## config.mk

```make
export PLATFORM = sky130hd
export DESIGN_NAME = mbldcm_dead_time_inserter
export DESIGN_NICKNAME = d
export VERILOG_FILES = /design/src/rtl/mbldcm_dead_time_inserter_pkg.sv /design/src/rtl/mbldcm_dead_time_inserter_leg.sv /design/src/rtl/mbldcm_dead_time_inserter.sv
export SDC_FILE = /design/constraint.sdc
export NUM_CORES = 1
export LEC_CHECK = 0
export CAP_MARGIN = 15
export CORE_MARGIN = 10
export CORE_UTILIZATION = 40
export CTS_CLUSTER_SIZE = 24
export DETAILED_ROUTE_END_ITERATION = 10
export PLACE_DENSITY_LB_ADDON = 0.2
export SYNTH_ARGS = -nofsm -noshare
export SYNTH_HDL_FRONTEND = slang
export SYNTH_SLANG_ARGS = --single-unit
```

## constraint.sdc

```tcl
create_clock -name iClock -period 2 [get_ports iClock]
set_clock_uncertainty 0.2 [all_clocks]
set_input_delay 0.3 -clock iClock [delete_from_list [all_inputs] [get_ports iClock]]
set_output_delay 0.3 -clock iClock [all_outputs]
set_load 0.02 [all_outputs]
```

## src/rtl/mbldcm_dead_time_inserter_pkg.sv

```systemverilog
// Shared definitions for the BLDC gate-drive path: leg state encodings,
// request decode and helpers used by the dead-time inserter and its legs.
package mbldcm_dead_time_inserter_pkg;

    localparam int NUM_LEGS = 3;
    localparam int LEG_U    = 0;
    localparam int LEG_V    = 1;
    localparam int LEG_W    = 2;

    typedef enum logic [1:0] {
        LEG_OFF  = 2'd0,
        LEG_ON_H = 2'd1,
        LEG_ON_L = 2'd2,
        LEG_DEAD = 2'd3
    } leg_state_e;

    // Raw request decode, bit order {h,l}.
    typedef enum logic [1:0] {
        REQ_OFF     = 2'b00,
        REQ_L       = 2'b01,
        REQ_H       = 2'b10,
        REQ_ILLEGAL = 2'b11
    } leg_req_e;

    function automatic leg_req_e decode_req(input logic h, input logic l);
        return leg_req_e'({h, l});
    endfunction

    // State a leg settles into once it is free to follow the request.
    // An illegal request is treated as OFF.
    function automatic leg_state_e settle_state(input leg_req_e req);
        case (req)
            REQ_H:   return LEG_ON_H;
            REQ_L:   return LEG_ON_L;
            default: return LEG_OFF;
        endcase
    endfunction

endpackage

```

## src/rtl/mbldcm_dead_time_inserter_leg.sv

```systemverilog
// One half-bridge leg: state machine, dead-time down-counter, sticky fault bit
// and, when MBLDCM_DT_MIN_ON_EN is defined, a minimum-ON hold counter.
//
//  state    | meaning
//  ---------+--------------------------------------------------------------
//  LEG_OFF  | both switches off, follows the next H or L request directly
//  LEG_ON_H | high switch driven
//  LEG_ON_L | low switch driven
//  LEG_DEAD | both switches off for max(dead time,1) clocks, cannot be cut short
module mbldcm_dead_time_leg
    import mbldcm_dead_time_inserter_pkg::*;
#(
    parameter int                    pDeadWidth   = 8,
    parameter logic [pDeadWidth-1:0] pResetDead   = 8'd16
`ifdef MBLDCM_DT_MIN_ON_EN
    ,parameter logic [pDeadWidth-1:0] pMinOnCycles = 8'd4
`endif
)(
    input  logic                  iClock,
    input  logic                  iReset_n,
    input  logic                  iReqH,
    input  logic                  iReqL,
`ifdef MBLDCM_DT_MIN_ON_EN
    input  logic                  iForceOff,
`endif
    input  logic [pDeadWidth-1:0] iDeadTime,
    input  logic                  iFaultClear,
    output logic                  oH,
    output logic                  oL,
    output logic                  oDead,
    output logic                  oFault
);

    localparam logic [pDeadWidth-1:0] CNT_ONE = {{(pDeadWidth-1){1'b0}}, 1'b1};

    leg_req_e                req;
    leg_state_e              state_q, state_d;
    logic [pDeadWidth-1:0]   cnt_q, cnt_d;
    logic                    fault_q, fault_d;
    logic                    exit_ok;
`ifdef MBLDCM_DT_MIN_ON_EN
    logic [pDeadWidth-1:0]   hold_q, hold_d;
`endif

    // Next-state, dead counter, hold counter and fault decisions.
    always_comb begin
        req     = decode_req(iReqH, iReqL);
        state_d = state_q;
        cnt_d   = cnt_q;
`ifdef MBLDCM_DT_MIN_ON_EN
        hold_d  = hold_q;
        // Illegal requests and disable skip the hold so the bridge opens at once.
        exit_ok = (hold_q <= CNT_ONE) || iForceOff || (req == REQ_ILLEGAL);
`else
        exit_ok = 1'b1;
`endif
        case (state_q)
            LEG_OFF: state_d = settle_state(req);
            LEG_ON_H: begin
                if (req != REQ_H && exit_ok) begin
                    state_d = LEG_DEAD;
                    cnt_d   = iDeadTime;
                end
            end
            LEG_ON_L: begin
                if (req != REQ_L && exit_ok) begin
                    state_d = LEG_DEAD;
                    cnt_d   = iDeadTime;
                end
            end
            LEG_DEAD: begin
                if (cnt_q > CNT_ONE) begin
                    cnt_d = cnt_q - CNT_ONE;
                end else begin
                    state_d = settle_state(req);
                end
            end
            default: state_d = LEG_DEAD;
        endcase
`ifdef MBLDCM_DT_MIN_ON_EN
        if ((state_d == LEG_ON_H || state_d == LEG_ON_L) && state_d != state_q) begin
            hold_d = pMinOnCycles;
        end else if ((state_q == LEG_ON_H || state_q == LEG_ON_L) && hold_q > CNT_ONE) begin
            hold_d = hold_q - CNT_ONE;
        end
`endif
        if (req == REQ_ILLEGAL) begin
            fault_d = 1'b1;
        end else if (iFaultClear) begin
            fault_d = 1'b0;
        end else begin
            fault_d = fault_q;
        end
    end

    // State registers; drives are registered from the next state.
    always_ff @(posedge iClock) begin
        if (!iReset_n) begin
            state_q <= LEG_DEAD;
            cnt_q   <= pResetDead;
            fault_q <= 1'b0;
            oH      <= 1'b0;
            oL      <= 1'b0;
            oDead   <= 1'b1;
`ifdef MBLDCM_DT_MIN_ON_EN
            hold_q  <= '0;
`endif
        end else begin
            state_q <= state_d;
            cnt_q   <= cnt_d;
            fault_q <= fault_d;
            oH      <= (state_d == LEG_ON_H);
            oL      <= (state_d == LEG_ON_L);
            oDead   <= (state_d == LEG_DEAD);
`ifdef MBLDCM_DT_MIN_ON_EN
            hold_q  <= hold_d;
`endif
        end
    end

    assign oFault = fault_q;

endmodule

```

## src/rtl/mbldcm_dead_time_inserter.sv

```systemverilog
// Dead-time inserter between the BLDC core pulse generators and the gate pads.
// Gates requests with iEnable and fans them out to three identical legs.
// Optional feature macro: MBLDCM_DT_MIN_ON_EN (minimum ON hold per leg).
module mbldcm_dead_time_inserter
    import mbldcm_dead_time_inserter_pkg::*;
#(
    parameter int                    pDeadWidth   = 8,
    parameter logic [pDeadWidth-1:0] pResetDead   = 8'd16
`ifdef MBLDCM_DT_MIN_ON_EN
    ,parameter logic [pDeadWidth-1:0] pMinOnCycles = 8'd4
`endif
)(
    input  logic                  iClock,
    input  logic                  iReset_n,
    input  logic                  iEnable,
    input  logic [pDeadWidth-1:0] iDeadTime,
    input  logic                  iUh,
    input  logic                  iUl,
    input  logic                  iVh,
    input  logic                  iVl,
    input  logic                  iWh,
    input  logic                  iWl,
    input  logic                  iFaultClear,
    output logic                  oUh,
    output logic                  oUl,
    output logic                  oVh,
    output logic                  oVl,
    output logic                  oWh,
    output logic                  oWl,
    output logic [2:0]            oFault,
    output logic [2:0]            oDeadActive
);

    logic [NUM_LEGS-1:0] req_h, req_l, drv_h, drv_l;

    assign req_h[LEG_U] = iUh & iEnable;
    assign req_h[LEG_V] = iVh & iEnable;
    assign req_h[LEG_W] = iWh & iEnable;
    assign req_l[LEG_U] = iUl & iEnable;
    assign req_l[LEG_V] = iVl & iEnable;
    assign req_l[LEG_W] = iWl & iEnable;

    for (genvar g = 0; g < NUM_LEGS; g++) begin : g_leg
        mbldcm_dead_time_leg #(
            .pDeadWidth   (pDeadWidth),
            .pResetDead   (pResetDead)
`ifdef MBLDCM_DT_MIN_ON_EN
            ,.pMinOnCycles (pMinOnCycles)
`endif
        ) u_leg (
            .iClock      (iClock),
            .iReset_n    (iReset_n),
            .iReqH       (req_h[g]),
            .iReqL       (req_l[g]),
`ifdef MBLDCM_DT_MIN_ON_EN
            .iForceOff   (~iEnable),
`endif
            .iDeadTime   (iDeadTime),
            .iFaultClear (iFaultClear),
            .oH          (drv_h[g]),
            .oL          (drv_l[g]),
            .oDead       (oDeadActive[g]),
            .oFault      (oFault[g])
        );
    end

    assign oUh = drv_h[LEG_U];
    assign oUl = drv_l[LEG_U];
    assign oVh = drv_h[LEG_V];
    assign oVl = drv_l[LEG_V];
    assign oWh = drv_h[LEG_W];
    assign oWl = drv_l[LEG_W];

endmodule
```

# Word-level counts from Yosys, hierarchy flattened
# Index checks and enable logic that the tools add are counted.
# word_totals
latchBits,0
register_bits,42
word_cells,115
ramBits,0
n_memories,0
rom_bits,0
inputBits,18
# op_classes
n_reduce_logical,12
shift,0
order_cmp,3
mux,31
div,0
n_mul,0
n_eq_ne,42
addsub,3
bitwise_logic,6
# ops
op,count
2-to-1 mux 8 bit,9
one-hot mux 8 bit (3 select lines),3
"equality test 2 bit, second input constant",18
"> comparator 8 x 1 -> 1 bit, second input constant",3
"inequality test 2 x 1 -> 1 bit, second input constant",12
one-hot mux 2 bit (4 select lines),3
"subtractor 8 x 1 -> 8 bit, second input constant",3
"equality test 2 x 1 -> 1 bit, second input constant",9
2-to-1 mux 2 bit,9
one-hot mux 2 bit (2 select lines),3
AND reduction 4 bit,3
nonzero test 3 bit,3
AND 1 bit,6
logical NOT 2 bit,3
"inequality test 2 bit, second input constant",3
nonzero test 2 bit,3
2-to-1 mux 1 bit,4

# Depth between registers and ports, before layout
# logic_depth
word_depth,6
ltp_mapped,7
ltp_nobuf,6

# Cells and area by module
# From an unflattened synthesis, not the netlist that was laid out.
# unflattened
cells_unflattened,297
area_unflattened_um2,2514.9
# modules_own_cells
mod,instances,seq_area_each_um2,area_each_um2,cells_each
mbldcm_dead_time_leg,3,280.3,825.8,97
mbldcm_dead_time_inserter,1,0.0,37.5,6

# Worst setup path after synthesis
# No wires, ideal clock.
# synth_path
path_type,register -> register
start,reg g_leg[2].u_leg.cnt_q[0]
end,reg g_leg[2].u_leg.cnt_q[0]
path_stages_with_launch,8
t_required_ns,1.681
setup_ns,0.119
arrival_ns,1.688
setup_slack_ns,-0.006
cell_sequence,dfxtp_1 -> inv_1 -> ha_1 -> or2_2 -> a31o_2 -> and2_4 -> buf_6 -> o221a_2
# synth_between
elab_chain_len,3
elab_cells_between_ends,6
# synth_lines
item,line,source
start: declaration,mbldcm_dead_time_inserter_leg.sv:38,"logic [pDeadWidth-1:0] cnt_q, cnt_d;"
start signal: assignment,mbldcm_dead_time_inserter_leg.sv:100,cnt_q <= pResetDead;
start signal: assignment,mbldcm_dead_time_inserter_leg.sv:110,cnt_q <= cnt_d;
subtractor 8 x 1 -> 8 bit or > comparator 8 x 1 -> 1 bit (tied branches),"mbldcm_dead_time_inserter_leg.sv:73, mbldcm_dead_time_inserter_leg.sv:72",
2-to-1 mux 8 bit or inequality test 2 x 1 -> 1 bit (tied branches),n/a,
one-hot mux 8 bit (3 select lines) or AND reduction 4 bit (tied branches),n/a,
# Parallel ways exist; a longest one is shown, timed or not. The select of a mux whose other input is x is not followed.
# A chain may end at the register's enable or synchronous reset.

# Final worst setup path
# layout_path
start,reg g_leg[2].u_leg.cnt_q[1]
end,reg g_leg[2].u_leg.cnt_q[7]
# The elaborated chain is that of the path after synthesis.

==> impl_metrics.env <==
export IMPL_max_slew_margin_rel=0.706
export IMPL_period_needed_ns=1.94
export IMPL_via_count=2451
export IMPL_gp_congestion=0.872
export IMPL_tightest_slew_ns=0.438
export IMPL_hpwl_mm=4.91
export IMPL_drt_pass1_iter_count=5
export IMPL_cts_max_path_buffers=2
export IMPL_fin_setup_tns_ns=0
export IMPL_crit_start="g_leg[2].u_leg.cnt_q[1]"
export IMPL_p_sw_frac=0.396
export IMPL_syn_avg_cell_area_sq_um=8.14
export IMPL_numCtsBuffers=5
export IMPL_drive_gt1_frac=0.195
export IMPL_area_growth_pct=26.8
export IMPL_synth_top_area_frac=0.333
export IMPL_netlist_area_sq_um=2520
export IMPL_synth_edf_count=0
export IMPL_crit_type="reg2reg"
export IMPL_tritoncts="yes"
export IMPL_clkLatencyLatePin_ns=0.29
export IMPL_vias_per_cell=5.65
export IMPL_route_detailed_drc=0
export IMPL_overflow=0
export IMPL_cts_hold_buf=0
export IMPL_period_share=0.971
export IMPL_required_ns=2.05
export IMPL_fin_nets=383
export IMPL_critPathMaxFanout=4
export IMPL_p_int_mw=2.44
export IMPL_cts_max_level=2
export IMPL_ir_drop_mv=0.714
export IMPL_drt_iter0_drc=164
export IMPL_place_inst=426
export IMPL_postRouteAntennaNets=0
export IMPL_synth_seq_area_share=0.333
export IMPL_comb_power_share=0.554
export IMPL_drt_wl_total_mm=6.84
export IMPL_arrival_ns=1.99
export IMPL_start_util=0.419
export IMPL_core_area_sq_um=6030
export IMPL_syn_inst=310
export IMPL_cap_violations=0
export IMPL_rows=28
export IMPL_power_density_nw_per_um2=1260
export IMPL_p_leak_nw=1.28
export IMPL_sequentialPowerShare=0.318
export IMPL_synth_area_leaders="dfxtp_1, a21oi_1, nor2_1"
export IMPL_die_x_um=99.4
export IMPL_setup_viol=0
export IMPL_p_sw_mw=1.60
export IMPL_portBuffers=29
export IMPL_antenna_cells=0
export IMPL_antenna_found_initial=0
export IMPL_fin_cells=434
export IMPL_synthFlopType="dfxtp_1"
export IMPL_syn_num_nets=334
export IMPL_synth_top_area_cell="dfxtp_1"
export IMPL_critPathCaptureType="flip-flop"
export IMPL_root_buffer="clkbuf_8"
export IMPL_hold_path_class="reg2reg"
export IMPL_p_clk_frac=0.127
export IMPL_dieArea_sq_um=9890
export IMPL_die_h_um=99.4
export IMPL_fmax_ghz=0.515
export IMPL_io_pins=30
export IMPL_synth_seq_cells=42
export IMPL_cts_sinks=42
export IMPL_async_flop_share=0
export IMPL_grt_pass1_vias=2232
export IMPL_grt_pass1_wl_mm=11.0
export IMPL_path_clk_slew_ns=0.08
export IMPL_yosysWarnings=0
export IMPL_grt_max_degree=25
export IMPL_hold_viol=0
export IMPL_track_usage=0.133
export IMPL_min_delay_start="g_leg[0].u_leg.cnt_q[7]"
export IMPL_r2r_start="g_leg[2].u_leg.cnt_q[1]"
export IMPL_ys_types=69
export IMPL_report_final_slew_viol_count=0
export IMPL_start_kind="flip-flop"
export IMPL_routedWlPerCell_um=15.8
export IMPL_status="completed"
[worst max-delay path, cell delays in order, from the launching register on]
cell	delay [ns]
dfxtp_2	0.33
inv_1	0.09
ha_4	0.18
or4_1	0.45
or4_1	0.40
nand3b_1	0.09
o211a_1	0.14
[timing repair]
action	4_1_cts	5_1_grt
gates resized for setup	1	13
endpoints found under the setup margin	3	19
cloned	0	0
pin swaps	0	1
buffers inserted	1	0
[power groups by stage]
stage               Clock (mW)  Sequential (mW)  Combinational [mW]
floorplan                    0             1.25                1.51
global placement             0             1.28                2.09
detailed placement           0             1.29                2.11
CTS                      0.532             1.27                2.15
global route             0.557             1.33                2.47
finish                   0.513             1.29                2.24
[worst paths after layout]
path | end | slack, ns | cells after the start
worst min register to register | g_leg[0].u_leg.cnt_q[7] | 0.26 | 2
worst max-delay path | g_leg[2].u_leg.cnt_q[7] | 0.06 | 6
worst max register to register | g_leg[2].u_leg.cnt_q[7] | 0.06 | 6
worst min-delay path | g_leg[0].u_leg.cnt_q[7] | 0.26 | 2
[placed cells by master, fill, tap and decap left out, types with 3 or more instances in the layout]
master / synthesis / final
a211o_1: 3 / 3
a211oi_1: 4 / 4
a21oi_1: 24 / 24
a22oi_1: 3 / 3
a32oi_1: 4 / 4
and2_1: 5 / 5
and3_1: 3 / 3
buf_4: 8 / 40
clkbuf_8: 0 / 5
clkdlybuf4s50_1: 0 / 29
dfxtp_1: 42 / 38
dfxtp_2: 0 / 3
ha_1: 6 / 5
inv_1: 11 / 10
mux2i_1: 3 / 3
nand2_1: 25 / 25
nand3_1: 5 / 5
nand3b_1: 7 / 7
nand4bb_1: 3 / 3
nor2_1: 32 / 31
nor2b_1: 3 / 3
nor3_1: 18 / 18
nor3b_1: 5 / 5
nor4_1: 4 / 4
o21ai_0: 9 / 9
o31ai_1: 4 / 3
o32a_1: 3 / 3
o32ai_1: 7 / 4
o32ai_2: 0 / 3
[state kept, by name, summed over array words and instances (netlist names)]
register,flops
g_leg.u_leg.cnt_q,24
g_leg.u_leg.oL,3
g_leg.u_leg.oH,3
g_leg.u_leg.oFault,3
g_leg.u_leg.state_q,6
g_leg.u_leg.oDead,3
[final cells by class]
class / count / area (sq um)
fill: 596 / 2830
multi-input combinational: 228 / 1530
sequential: 42 / 848
timing repair buffer: 70 / 611
tap: 75 / 93.8
clock buffer: 7 / 76.3
inverter: 12 / 45.0
[per-layer routing]
| layer | up-vias | wire length [um] | global-route usage |
|---|---|---|---|
| li1 | 1245 | - | - |
| met2 | 59 | 3200 | 0.209 |
| met1 | 1133 | 3160 | 0.171 |
| met4 | 0 | 127 | 0.0529 |
| met3 | 14 | 347 | 0.0298 |
| met5 | - | 0 | 0 |
[metrics by stage]
stage	power (mW)	util	area [sq um]	hold WS, ns	setup slack (ns)
after floorplan	2.75	-	2520	0.236	0.0385
after global placement	3.37	0.509	3060	0.249	-0.230
after detailed placement	3.40	0.509	3060	0.253	-0.285
after CTS	3.95	0.524	3160	0.267	0.000363
after global routing	4.35	0.531	3200	0.296	-0.0204
final	4.04	0.531	3200	0.265	0.0575
[cell families (layout without fill, tap and decap cells)]
family | Yosys count | after routing | share of synthesized area
AND/OR/NAND/NOR | 128 | 128 | 0.278
AO/OA/AOI/OAI | 90 | 90 | 0.263
flip-flops | 42 | 42 | 0.333
buffers and inverters | 40 | 89 | 0.0803
adder cells (fa/ha/maj) | 6 | 6 | 0.0297
multiplexers | 3 | 3 | 0.0119
XOR/XNOR | 1 | 1 | 0.00347
[cells in the mapped netlist, types with 5 or more instances]
master    number
a21oi_1       24
and2_1         5
buf_2          7
buf_4          8
clkbuf_1      10
dfxtp_1       42
ha_1           6
inv_1         11
nand2_1       25
nand3_1        5
nand3b_1       7
nor2_1        32
nor3_1        18
nor3b_1        5
o21ai_0        9
o32ai_1        7
(Power assumes the default switching activity.)
